`src/rtl/pipe_sched.sv`:
```
// rtl/pipe_sched.sv - MIPS pipeline stall/flush/redirect sequencer
// Optional MULT HI/LO interlock enabled by defining PIPE_SCHED_MULT_INTERLOCK_EN.
module pipe_sched #(
    parameter logic [31:0] EXC_VECTOR  = 32'h0000_0040,
    parameter int          MULT_CYCLES = 4,
    parameter int          FLUSH_HOLD  = 2
) (
    input  logic        clk,
    input  logic        rst,
    input  logic        stallreq_id,
    input  logic        stallreq_ex,
    input  logic [7:0]  id_aluop_i,
    input  logic        mult_start_i,
    input  logic        mem_exc_valid_i,
    input  logic [31:0] mem_exc_i,
    input  logic [31:0] cp0_epc_i,
    output logic [5:0]  stall_o,
    output logic        flush_o,
    output logic [31:0] new_pc_o,
    output logic        mult_busy_o
);

    localparam logic [0:0] ST_IDLE = 1'b0;
    localparam logic [0:0] ST_MASK = 1'b1;

    localparam logic [2:0] HOLD_LOAD = 3'(FLUSH_HOLD);

    localparam logic [5:0] STALL_EX = 6'b001111;
    localparam logic [5:0] STALL_ID = 6'b000111;

    logic [0:0] state;
    logic [2:0] hold_cnt;
    logic       exc_eret;
    logic       exc_syscall;
    logic       exc_ri;
    logic       exc_hit;
    logic       mult_busy;
    logic       hilo_hz;
    logic       unused_exc_bits;

    assign exc_eret    = mem_exc_i[12];
    assign exc_syscall = mem_exc_i[8];
    assign exc_ri      = ~mem_exc_i[9];

    assign unused_exc_bits = ^{mem_exc_i[31:13], mem_exc_i[11:10], mem_exc_i[7:0]};

    // Exceptions reaching MEM during MASK come from wrong-path slots being flushed.
    assign exc_hit = ~rst & mem_exc_valid_i & (exc_syscall | exc_eret | exc_ri)
                   & (state == ST_IDLE);

    always_ff @(posedge clk) begin
        if (rst) begin
            state    <= ST_IDLE;
            hold_cnt <= 3'd0;
        end else begin
            case (state)
                ST_IDLE: begin
                    if (exc_hit) begin
                        state    <= ST_MASK;
                        hold_cnt <= HOLD_LOAD;
                    end
                end
                ST_MASK: begin
                    if (hold_cnt <= 3'd1) begin
                        state    <= ST_IDLE;
                        hold_cnt <= 3'd0;
                    end else begin
                        hold_cnt <= hold_cnt - 3'd1;
                    end
                end
                default: begin
                    state    <= ST_IDLE;
                    hold_cnt <= 3'd0;
                end
            endcase
        end
    end

`ifdef PIPE_SCHED_MULT_INTERLOCK_EN
    localparam logic [4:0] MULT_LOAD = 5'(MULT_CYCLES - 1);

    localparam logic [7:0] OP_MFHI = 8'b0001_0000;
    localparam logic [7:0] OP_MTHI = 8'b0001_0001;
    localparam logic [7:0] OP_MFLO = 8'b0001_0010;
    localparam logic [7:0] OP_MTLO = 8'b0001_0011;
    localparam logic [7:0] OP_MULT = 8'b0001_1000;

    logic [4:0] mcnt;

    // A flushed MULT (same cycle or already running) must not keep the interlock alive.
    always_ff @(posedge clk) begin
        if (rst) begin
            mcnt <= 5'd0;
        end else if (exc_hit) begin
            mcnt <= 5'd0;
        end else if (mult_start_i) begin
            mcnt <= MULT_LOAD;
        end else if (mcnt != 5'd0) begin
            mcnt <= mcnt - 5'd1;
        end
    end

    assign mult_busy = (mcnt != 5'd0);

    always_comb begin
        hilo_hz = 1'b0;
        if (mult_busy) begin
            hilo_hz = (id_aluop_i == OP_MFHI) || (id_aluop_i == OP_MFLO) ||
                      (id_aluop_i == OP_MTHI) || (id_aluop_i == OP_MTLO) ||
                      (id_aluop_i == OP_MULT);
        end
    end
`else
    logic unused_mult;

    assign unused_mult = ^{mult_start_i, id_aluop_i};
    assign mult_busy   = 1'b0;
    assign hilo_hz     = 1'b0;
`endif

    assign mult_busy_o = mult_busy & ~rst;

    always_comb begin
        stall_o  = 6'b000000;
        flush_o  = 1'b0;
        new_pc_o = 32'h0000_0000;
        if (!rst) begin
            if (exc_hit) begin
                flush_o  = 1'b1;
                new_pc_o = exc_eret ? cp0_epc_i : EXC_VECTOR;
            end else if (stallreq_ex) begin
                stall_o = STALL_EX;
            end else if (stallreq_id || hilo_hz) begin
                stall_o = STALL_ID;
            end
        end
    end

endmodule

```
`config.mk`:
```
export PLATFORM = sky130hd
export DESIGN_NAME = pipe_sched
export DESIGN_NICKNAME = d
export VERILOG_FILES = /design/src/rtl/pipe_sched.sv
export SDC_FILE = /design/constraint.sdc
export NUM_CORES = 1
export LEC_CHECK = 0
export CORE_ASPECT_RATIO = 1.25
export CORE_UTILIZATION = 17
export CTS_CLUSTER_DIAMETER = 100
export DETAILED_ROUTE_END_ITERATION = 10
export PLACE_DENSITY_LB_ADDON = 0.08
export SLEW_MARGIN = 20
export SYNTH_ARGS = -nofsm -noshare
export SYNTH_HDL_FRONTEND = slang
export SYNTH_SLANG_ARGS = --single-unit
```
`constraint.sdc`:
```
create_clock -name clk -period 2.25 [get_ports clk]
set_input_delay 0.5625 -clock clk [delete_from_list [all_inputs] [get_ports clk]]
set_output_delay 0.5625 -clock clk [all_outputs]
set_load 0.03 [all_outputs]
```
==> metrics.cfg <==
[die]
boundaryPins=118
initial_core_util_pct=17.8
die_x_um=51.7
die_h_um=64.2
dieArea_sq_um=3320
core_sq_um=2950
row_count=22

[synthesis]
ys_warn_count=0
netlist_instances=75
synth_edf_count=0
postSynthAreaPerCell_sq_um=7.01
synth-seq-area-share_pct=15.2
ys_types=24
yosysTopAreaCell=and2_1
synth.top_cell.area_share_pct=36.9
ys.flop_type=dfxtp_1
async_reset_ff_share_pct=0
synth_area_sq_um=526
synth_area_leaders=and2_1 (37%), dfxtp_1 (15%), buf_4 (7.1%)
ys_seq_elements=4

[global_routing]
grt_pass1_wl_um=3190
grt_pass1_vias=714
grt_max_degree=21
gr-total-overflow=0
track_usage_pct=12.6
antenna_found_initial=0

[cells_and_area]
multi_input_area_sq_um=419
layout.cells.most_common=buf_4
area_delta_synth_final_pct=156
final_cell_area_sq_um=1350
layout.nets=237
final_cell_mix=buf_4 (40), clkdlybuf4s50_1 (34), and2_1 (31)
fillers=302
antennaDiodeCount=0
seqCellArea_sq_um=80.1
drive_above_1_share_pct=36.8

[placed_design]
place_area_sq_um=1280
pre_cts_slack_ns=-0.218
port_buffers=76
gp_congestion=0.654
dp_hpwl_um=1760

[critical_path]
arrival_ns=1.63
timing.rr.end=hold_cnt[1]
r2r_slack_ns=1.08
slowest_delay_ns=0.27
path_max_fanout=2
crit_path_start=rst
cp_slowest_cell=dlygate4sd2_1
cp_top_family=buffers and inverters
cp-end-kind=output port
ff2ff_path_depth=5
crit_chain=dlygate4sd2_1 -> nor2_4 -> nand3_4 -> buf_4 -> a21oi_1 -> buf_12
cp-start-kind=primary input
reg2reg_from=hold_cnt[0]
critPathBufInv=3
path_class=primary input to output port
required_ns=1.69

[clock_network]
numCtsBuffers=3
clock_latency_ns=0.24
cts_tree=built
clkTransAtPathRegs_ns=0.04
clock_sinks=4
hold_buffers=0
ctsHtreeMaxLevel=1
cts_buffer_depth=2
cts_root_buffer=clkbuf_4

[power]
power_mw=0.388
power_density_nw_per_um2=288
vdd_drop_max_uv=179
leakagePower_nw=0.629

[detailed_routing]
via_per_inst=3.94
remaining_drc_errors=0
vias=753
avgRoutedWirePerCell_um=11.1
drt-total-wl_um=2120
postRouteAntennaNets=0
drt_iter0_markers=1
drt-pass1-iter-count=3

[timing]
min_period_ns=2.19
setup_ws_ns=0.0576
maxSlewViolCount=0
rsz0062_at_grt=false
whs_ns=0.512
finalCritPeriodShare_pct=97.4
finalSetupViolCount=0
final_hold_viol_count=0
fin_skew_ns=0.00118
fmax_mhz=456

[worst_hold_path]
whs_endpoint=hold_cnt[2]
hp-start=hold_cnt[2]
hold_path_depth=2
hold_path.class=flip-flop to flip-flop

[run]
drv_cap=0

[status]
status=finished clean

[state kept, by name, summed over array words and instances, names as in the netlist]
name,cells
hold_cnt,3
state,1
[how the worst max path moves through the flow]
stage,end,cells past startpoint
floorplan,stall_o[1],5
global placement,stall_o[1],6
detailed placement,stall_o[3],6
CTS,stall_o[0],6
global route,stall_o[3],6
finish,new_pc_o[6],6
[report_power, final]
group | internal (mW) | switching [mW] | total (mW) | leakage [nW]
Combinational | 0.120 | 0.0974 | 0.218 | 0.583
Sequential | 0.0743 | 0.00372 | 0.0780 | 0.0326
Clock | 0.0599 | 0.0324 | 0.0922 | 0.0138
Total | 0.254 | 0.133 | 0.388 | 0.629
[per-layer routing]
layer	routed length, um	part of all wire [%]	GRT usage (%)
met5	0	0	0
met3	323	15	4.52
met2	931	44	20.1
met4	0	0	5.07
met1	863	41	15.1
[cell families (layout without fill, tap and decap cells)]
| kind of cell | Yosys count | in the layout | share of synthesized area [%] |
|---|---|---|---|
| AO/OA/AOI/OAI | 11 | 11 | 12.4 |
| adder cells (fa/ha/maj) | 2 | 2 | 4.76 |
| buffers and inverters | 14 | 92 | 14.5 |
| flip-flops | 4 | 4 | 15.2 |
| other | 1 | 3 | 0.714 |
| AND/OR/NAND/NOR | 43 | 43 | 52.4 |
[metrics by stage]
stage | cells | TNS [ns] | utilization (%)
2_1_floorplan | 77 | 0 | -
3_3_place_gp | 185 | -5.42 | 43.4
3_5_place_dp | 185 | -5.71 | 43.4
4_1_cts | 191 | 0 | 45.5
5_1_grt | 191 | 0 | 45.7
6_report | 191 | 0 | 45.7
[Yosys cell counts, types with 2 or more instances]
cell      instances
o21ai_1           2
dfxtp_1           4
ha_1              2
nor4bb_1          2
a21oi_1           3
buf_4             5
inv_1             4
and2_1           31
clkbuf_2          3
nor2_1            2
o21ai_0           3
nor3b_1           2
[timing repair]
item	CTS	global route
setup endpoints to repair	37	17
pin swaps	3	1
gates resized for setup	16	1
setup buffers	3	0
[worst reg2reg max path: stages (launching register included)]
cell,delay (ns)
dfxtp_1,0.36
inv_1,0.08
ha_1,0.30
nor2b_1,0.10
o21ai_0,0.08
a31oi_1,0.17
[layout make-up]
cell class	count	area share, %
sequential	4	5.95
tap	36	3.35
clock buffer	3	1.67
inverter	5	1.58
multi-input combinational	59	31.2
timing repair buffer	84	56.3
Note: power is estimated with default switching activity, not from simulation.
